===== config.mk =====
export PLATFORM = sky130hd
export DESIGN_NAME = if_id_skid_reg
export DESIGN_NICKNAME = d
export VERILOG_FILES = /design/src/rtl/if_id_skid_reg_pkg.sv /design/src/rtl/if_id_skid_reg.sv
export SDC_FILE = /design/constraint.sdc
export NUM_CORES = 1
export LEC_CHECK = 0
export ABC_AREA = 1
export BUFFER_PORTS_ARGS = -buffer_cell sky130_fd_sc_hd__buf_2
export CORE_ASPECT_RATIO = 0.6
export CORE_MARGIN = 3
export CORE_UTILIZATION = 25
export CTS_CLUSTER_DIAMETER = 120
export DETAILED_ROUTE_END_ITERATION = 6
export GPL_TIMING_DRIVEN = 0
export HOLD_SLACK_MARGIN = 0.05
export SLEW_MARGIN = 40
export SYNTH_ARGS = -nofsm -noshare
export SYNTH_HDL_FRONTEND = slang
export SYNTH_SLANG_ARGS = --single-unit

===== constraint.sdc =====
create_clock -name clk -period 5.43 [get_ports clk]
set_input_delay 1.086 -clock clk [delete_from_list [all_inputs] [get_ports clk]]
set_output_delay 1.086 -clock clk [all_outputs]
set_load 0.005 [all_outputs]

===== src/rtl/if_id_skid_reg_pkg.sv =====
// Shared IF/ID pipeline types: the fetch-to-decode flow record, the
// architectural NOP and the skid buffer occupancy states.
package if_id_skid_reg_pkg;

   // Word fetch presents to decode: pc in the upper half, instr in the lower.
   typedef struct packed {
      logic [31:0] pc;
      logic [31:0] instr;
   } if_id_flow_t;

   // addi x0,x0,0 -- shown to decode whenever no valid entry is held.
   localparam logic [31:0] NOP_INSTR = 32'h0000_0013;

   // Number of entries held: none, main only, main plus skid.
   typedef enum logic [1:0] {
      EMPTY = 2'd0,
      ONE   = 2'd1,
      TWO   = 2'd2
   } skid_state_e;

endpackage


===== src/rtl/if_id_skid_reg.sv =====
// IF/ID boundary register with a 2-entry skid buffer. The main register
// drives decode directly. A second fetch word is parked in the skid
// register while decode stalls, so in_ready is registered and never
// depends combinationally on out_ready. Flush drops everything held or
// arriving. stall_cnt counts cycles in which decode applies back-pressure.
module if_id_skid_reg
   import if_id_skid_reg_pkg::if_id_flow_t,
          if_id_skid_reg_pkg::skid_state_e,
          if_id_skid_reg_pkg::EMPTY,
          if_id_skid_reg_pkg::ONE,
          if_id_skid_reg_pkg::TWO;
#(
   parameter logic [31:0] NOP_INSTR = if_id_skid_reg_pkg::NOP_INSTR,
   parameter int unsigned CNT_W     = 32
) (
   input  logic             clk,
   input  logic             reset,
   input  logic             in_valid,
   output logic             in_ready,
   input  logic [63:0]      in_flow,
   output logic             out_valid,
   input  logic             out_ready,
   output logic [63:0]      out_flow,
   input  logic             flush,
   output logic [CNT_W-1:0] stall_cnt
);

   localparam logic [CNT_W-1:0] CNT_ONE = {{(CNT_W-1){1'b0}}, 1'b1};

   skid_state_e      state_q, state_d;
   if_id_flow_t      main_q, main_d;
   if_id_flow_t      skid_q, skid_d;
   if_id_flow_t      in_flow_s;
   if_id_flow_t      idle_flow;
   logic             out_valid_q, out_valid_d;
   logic             in_ready_q, in_ready_d;
   logic [CNT_W-1:0] cnt_q, cnt_d;
   logic             in_xfer, out_xfer;

   assign in_flow_s = if_id_flow_t'(in_flow);
   assign idle_flow = '{pc: 32'h0, instr: NOP_INSTR};

   assign in_xfer   = in_valid & in_ready_q;
   assign out_xfer  = out_valid_q & out_ready;

   assign in_ready  = in_ready_q;
   assign out_valid = out_valid_q;
   assign out_flow  = main_q;
   assign stall_cnt = cnt_q;

   // Occupancy FSM: choose what main/skid hold next; flush overrides all.
   always_comb begin
      state_d = state_q;
      main_d  = main_q;
      skid_d  = skid_q;

      case (state_q)
         EMPTY: begin
            if (in_xfer) begin
               main_d  = in_flow_s;
               state_d = ONE;
            end
         end
         ONE: begin
            if (in_xfer && out_xfer) begin
               main_d = in_flow_s;
            end else if (out_xfer) begin
               main_d  = idle_flow;
               state_d = EMPTY;
            end else if (in_xfer) begin
               skid_d  = in_flow_s;
               state_d = TWO;
            end
         end
         TWO: begin
            if (out_xfer) begin
               main_d  = skid_q;
               skid_d  = idle_flow;
               state_d = ONE;
            end
         end
         default: begin
            main_d  = idle_flow;
            skid_d  = idle_flow;
            state_d = EMPTY;
         end
      endcase

      if (flush) begin
         main_d  = idle_flow;
         skid_d  = idle_flow;
         state_d = EMPTY;
      end
   end

   // Handshake flags derive from the next occupancy, so both are pure flops.
   always_comb begin
      out_valid_d = (state_d != EMPTY);
      in_ready_d  = (state_d != TWO);
   end

   // Back-pressure counter: one per stalled cycle, frozen on flush, wraps.
   always_comb begin
      cnt_d = cnt_q;
      if (out_valid_q && !out_ready && !flush) begin
         cnt_d = cnt_q + CNT_ONE;
      end
   end

   // State, data and counter registers with asynchronous reset.
   always_ff @(posedge clk or posedge reset) begin
      if (reset) begin
         state_q     <= EMPTY;
         main_q      <= '{pc: 32'h0, instr: NOP_INSTR};
         skid_q      <= '{pc: 32'h0, instr: NOP_INSTR};
         out_valid_q <= 1'b0;
         in_ready_q  <= 1'b1;
         cnt_q       <= '0;
      end else begin
         state_q     <= state_d;
         main_q      <= main_d;
         skid_q      <= skid_d;
         out_valid_q <= out_valid_d;
         in_ready_q  <= in_ready_d;
         cnt_q       <= cnt_d;
      end
   end

endmodule


==> reports/qor.csv <==
metric,value,unit
Final Core Density,32.68,%
largest net degree at the start of global routing,25,
final WL,26.16,mm
CTS tree,built,
initial core utilization,25.95,%
Final period util,41.84,%
leakage,5.370,nW
Avg Inst Size Synth,7.845,µm²
total power draw,3.305,mW
layout cells sized above 1,20.87,%
placed insts,1595,
Yosys warning total,0,
final setup fails,0,
Area growth syn-to-layout,25.94,%
drt initial violations,704,
clk sink count,164,
Nets,1276,
Crit path required time,5800,ps
Via density,4.576,
worst path arrival time,2640,ps
Final TNS setup,0,ps
most frequent cell after synthesis,nand2_1,
kind of critical path,in2reg,
R2R Path End,out_flow[38],
initial antenna violation count,4,
vias in the first global route,7019,
RSZ-0062 raised after global routing,no,
Max Cap Viol,0,
Syn Std Cell Area,7955,µm²
row count,49,
first-pass GRT wire length,40.83,mm
RePlAce Congestion,0.8818,
IO Pins,167,
final period demand of the worst path,2272,ps
Post-Place Cell Area,9463,µm²
Skew-Pair Late Insertion Delay,430,ps
Fin Clk Skew,8.830,ps
status,completed,
Core ar.,30650,µm²
die area,34070,µm²
wire per inst,16.08,µm
H-tree depth,4,
drt pass-1 iters,5,
hold buffers post-CTS,0,
leading area contributor after synthesis,dfrtp_1,
Hold WC Path Type,reg2reg,
Syn Nets,1084,
"Async S/R FF share, synth",100.0,%
Worst Hold Launch,out_flow[26],
type of origin of the critical path,input pin,
worst r2r path cells,7,
peak supply drop,0.2335,mV
Vias,7445,
worst slew pin tran,647.9,ps
Synth Instances,1014,
hold path endpoint,out_flow[26],
Hold Path Depth,2,
Final Max Slew Viols,0,
post-synthesis cell type count,31,
Die X,236.3,µm
DRT antenna net count,0,
"EDFF count, synth",0,
Main synth FF type,dfrtp_1,
#FFs+latches synth,164,
total grt overflow,0,
Inserted Clock Buffers,17,
Non-Filler Instances,1627,
Final Hold Vio Count,0,
CP Capture Type,flop,
clock slew at reported path FFs,70,ps
hpwl dp,19.98,mm
sequential share of the synthesized area,51.70,%
Commonest cells post-synth,"nand2_1 (412), dfrtp_1 (157), nand3_1 (146)",
share of the synthesized area in the top cell type,49.39,%
die height,144.2,µm
Pwr Density,329.9,nW/µm²
R2R Setup Slk,3340,ps
"top cells by area, synth","dfrtp_1 (49%), nand2_1 (19%), nand3_1 (9.2%)",
Tot GR Track Use,15.51,%
# DRC,0,
root buf cell,clkbuf_16,
port bufs,166,
Rel. slew slack,56.81,%
final instance area,10020,µm²
fmax,440.1,MHz
CTS Buffer Depth,2,
CTS resizes,0,
crit-path max FO,10,
post-CTS setup buffers,0,
FF-to-FF Start,in_ready,
-- routing by layer --
layer  vias to the layer above  GRT usage, %  wire [µm]
met5                         -             0          7
met4                         2         4.798        503
met3                        27         3.716       1531
met2                       245         21.97      10790
met1                      3539         23.16      13330
li1                       3632             -          -
-- cells in the final DEF, fill, tap and decap left out, types with 6 or more instances in the layout --
cell type and n:
buf_1 6, buf_2 170, buf_4 11, buf_6 10
clkbuf_1 24, clkbuf_16 17, dfrtp_1 157, dfstp_2 7
inv_1 53, nand2_1 412, nand3_1 146, nand3b_1 9
nand4_1 10, nor2_1 38, o21ai_0 64, o21ai_1 22
xnor2_1 6, xor2_1 9
-- critical path, cell delays in order --
cell and delay (ps):
buf_2 70, nand2_1 130, a21oi_2 470, clkbuf_1 460, nand3_1 170, o21ai_0 120, nand2_1 70, nand2_1 70
-- power by group --
part / leakage, nW / switching [mW] / internal [mW]
Sequential: 2.20 / 0.0812 / 1.37
Clock: 0.266 / 0.507 / 0.665
Combinational: 2.91 / 0.442 / 0.244
-- registers in the layout (all words and copies together) (netlist names) --
| register | cells |
|---|---|
| state_q | 2 |
| out_flow | 64 |
| out_valid | 1 |
| in_ready | 1 |
| stall_cnt | 32 |
| skid_q | 64 |
-- cell type report --
cell class	count	area, µm²
antenna	2	5.005
buffer	54	326.6
clock buffer	23	478.0
clock inverter	7	72.57
multi-input combinational	736	3288
timing repair buffer	173	993.5
sequential	164	4113
tap	408	510.5
fill	3259	20640
inverter	60	231.5
-- kinds of logic (layout without fill, tap and decap cells) --
kind of cell    Yosys count  in the layout  synth area share, %
simple gates            629            629                33.61
flops                   164            164                51.70
buf+inv                 114            317                6.968
compound gates           91             91                5.914
xor+xnor                 15             15                1.652
fa+ha+maj                 1              1               0.1573
other cells               0              2                    0
-- stage by stage --
step,setup WS (ps),hold WS (ps)
3_5_place_dp,2688,459.3
5_1_grt,3045,499.1
4_1_cts,3155,477.2
6_report,3158,475.7
3_3_place_gp,971.2,459.9
2_1_floorplan,2265,453.5
-- how the worst max path moves through the flow --
stage          cells after the start  startpoint            to
2_1_floorplan                      1       reset  out_flow[10]
3_3_place_gp                       2       reset  out_flow[26]
3_5_place_dp                       8    in_valid  out_flow[38]
4_1_cts                            8    in_valid  out_flow[38]
5_1_grt                            8    in_valid  out_flow[57]
6_report                           8    in_valid  out_flow[38]
Power figures use the tool's default switching activity.
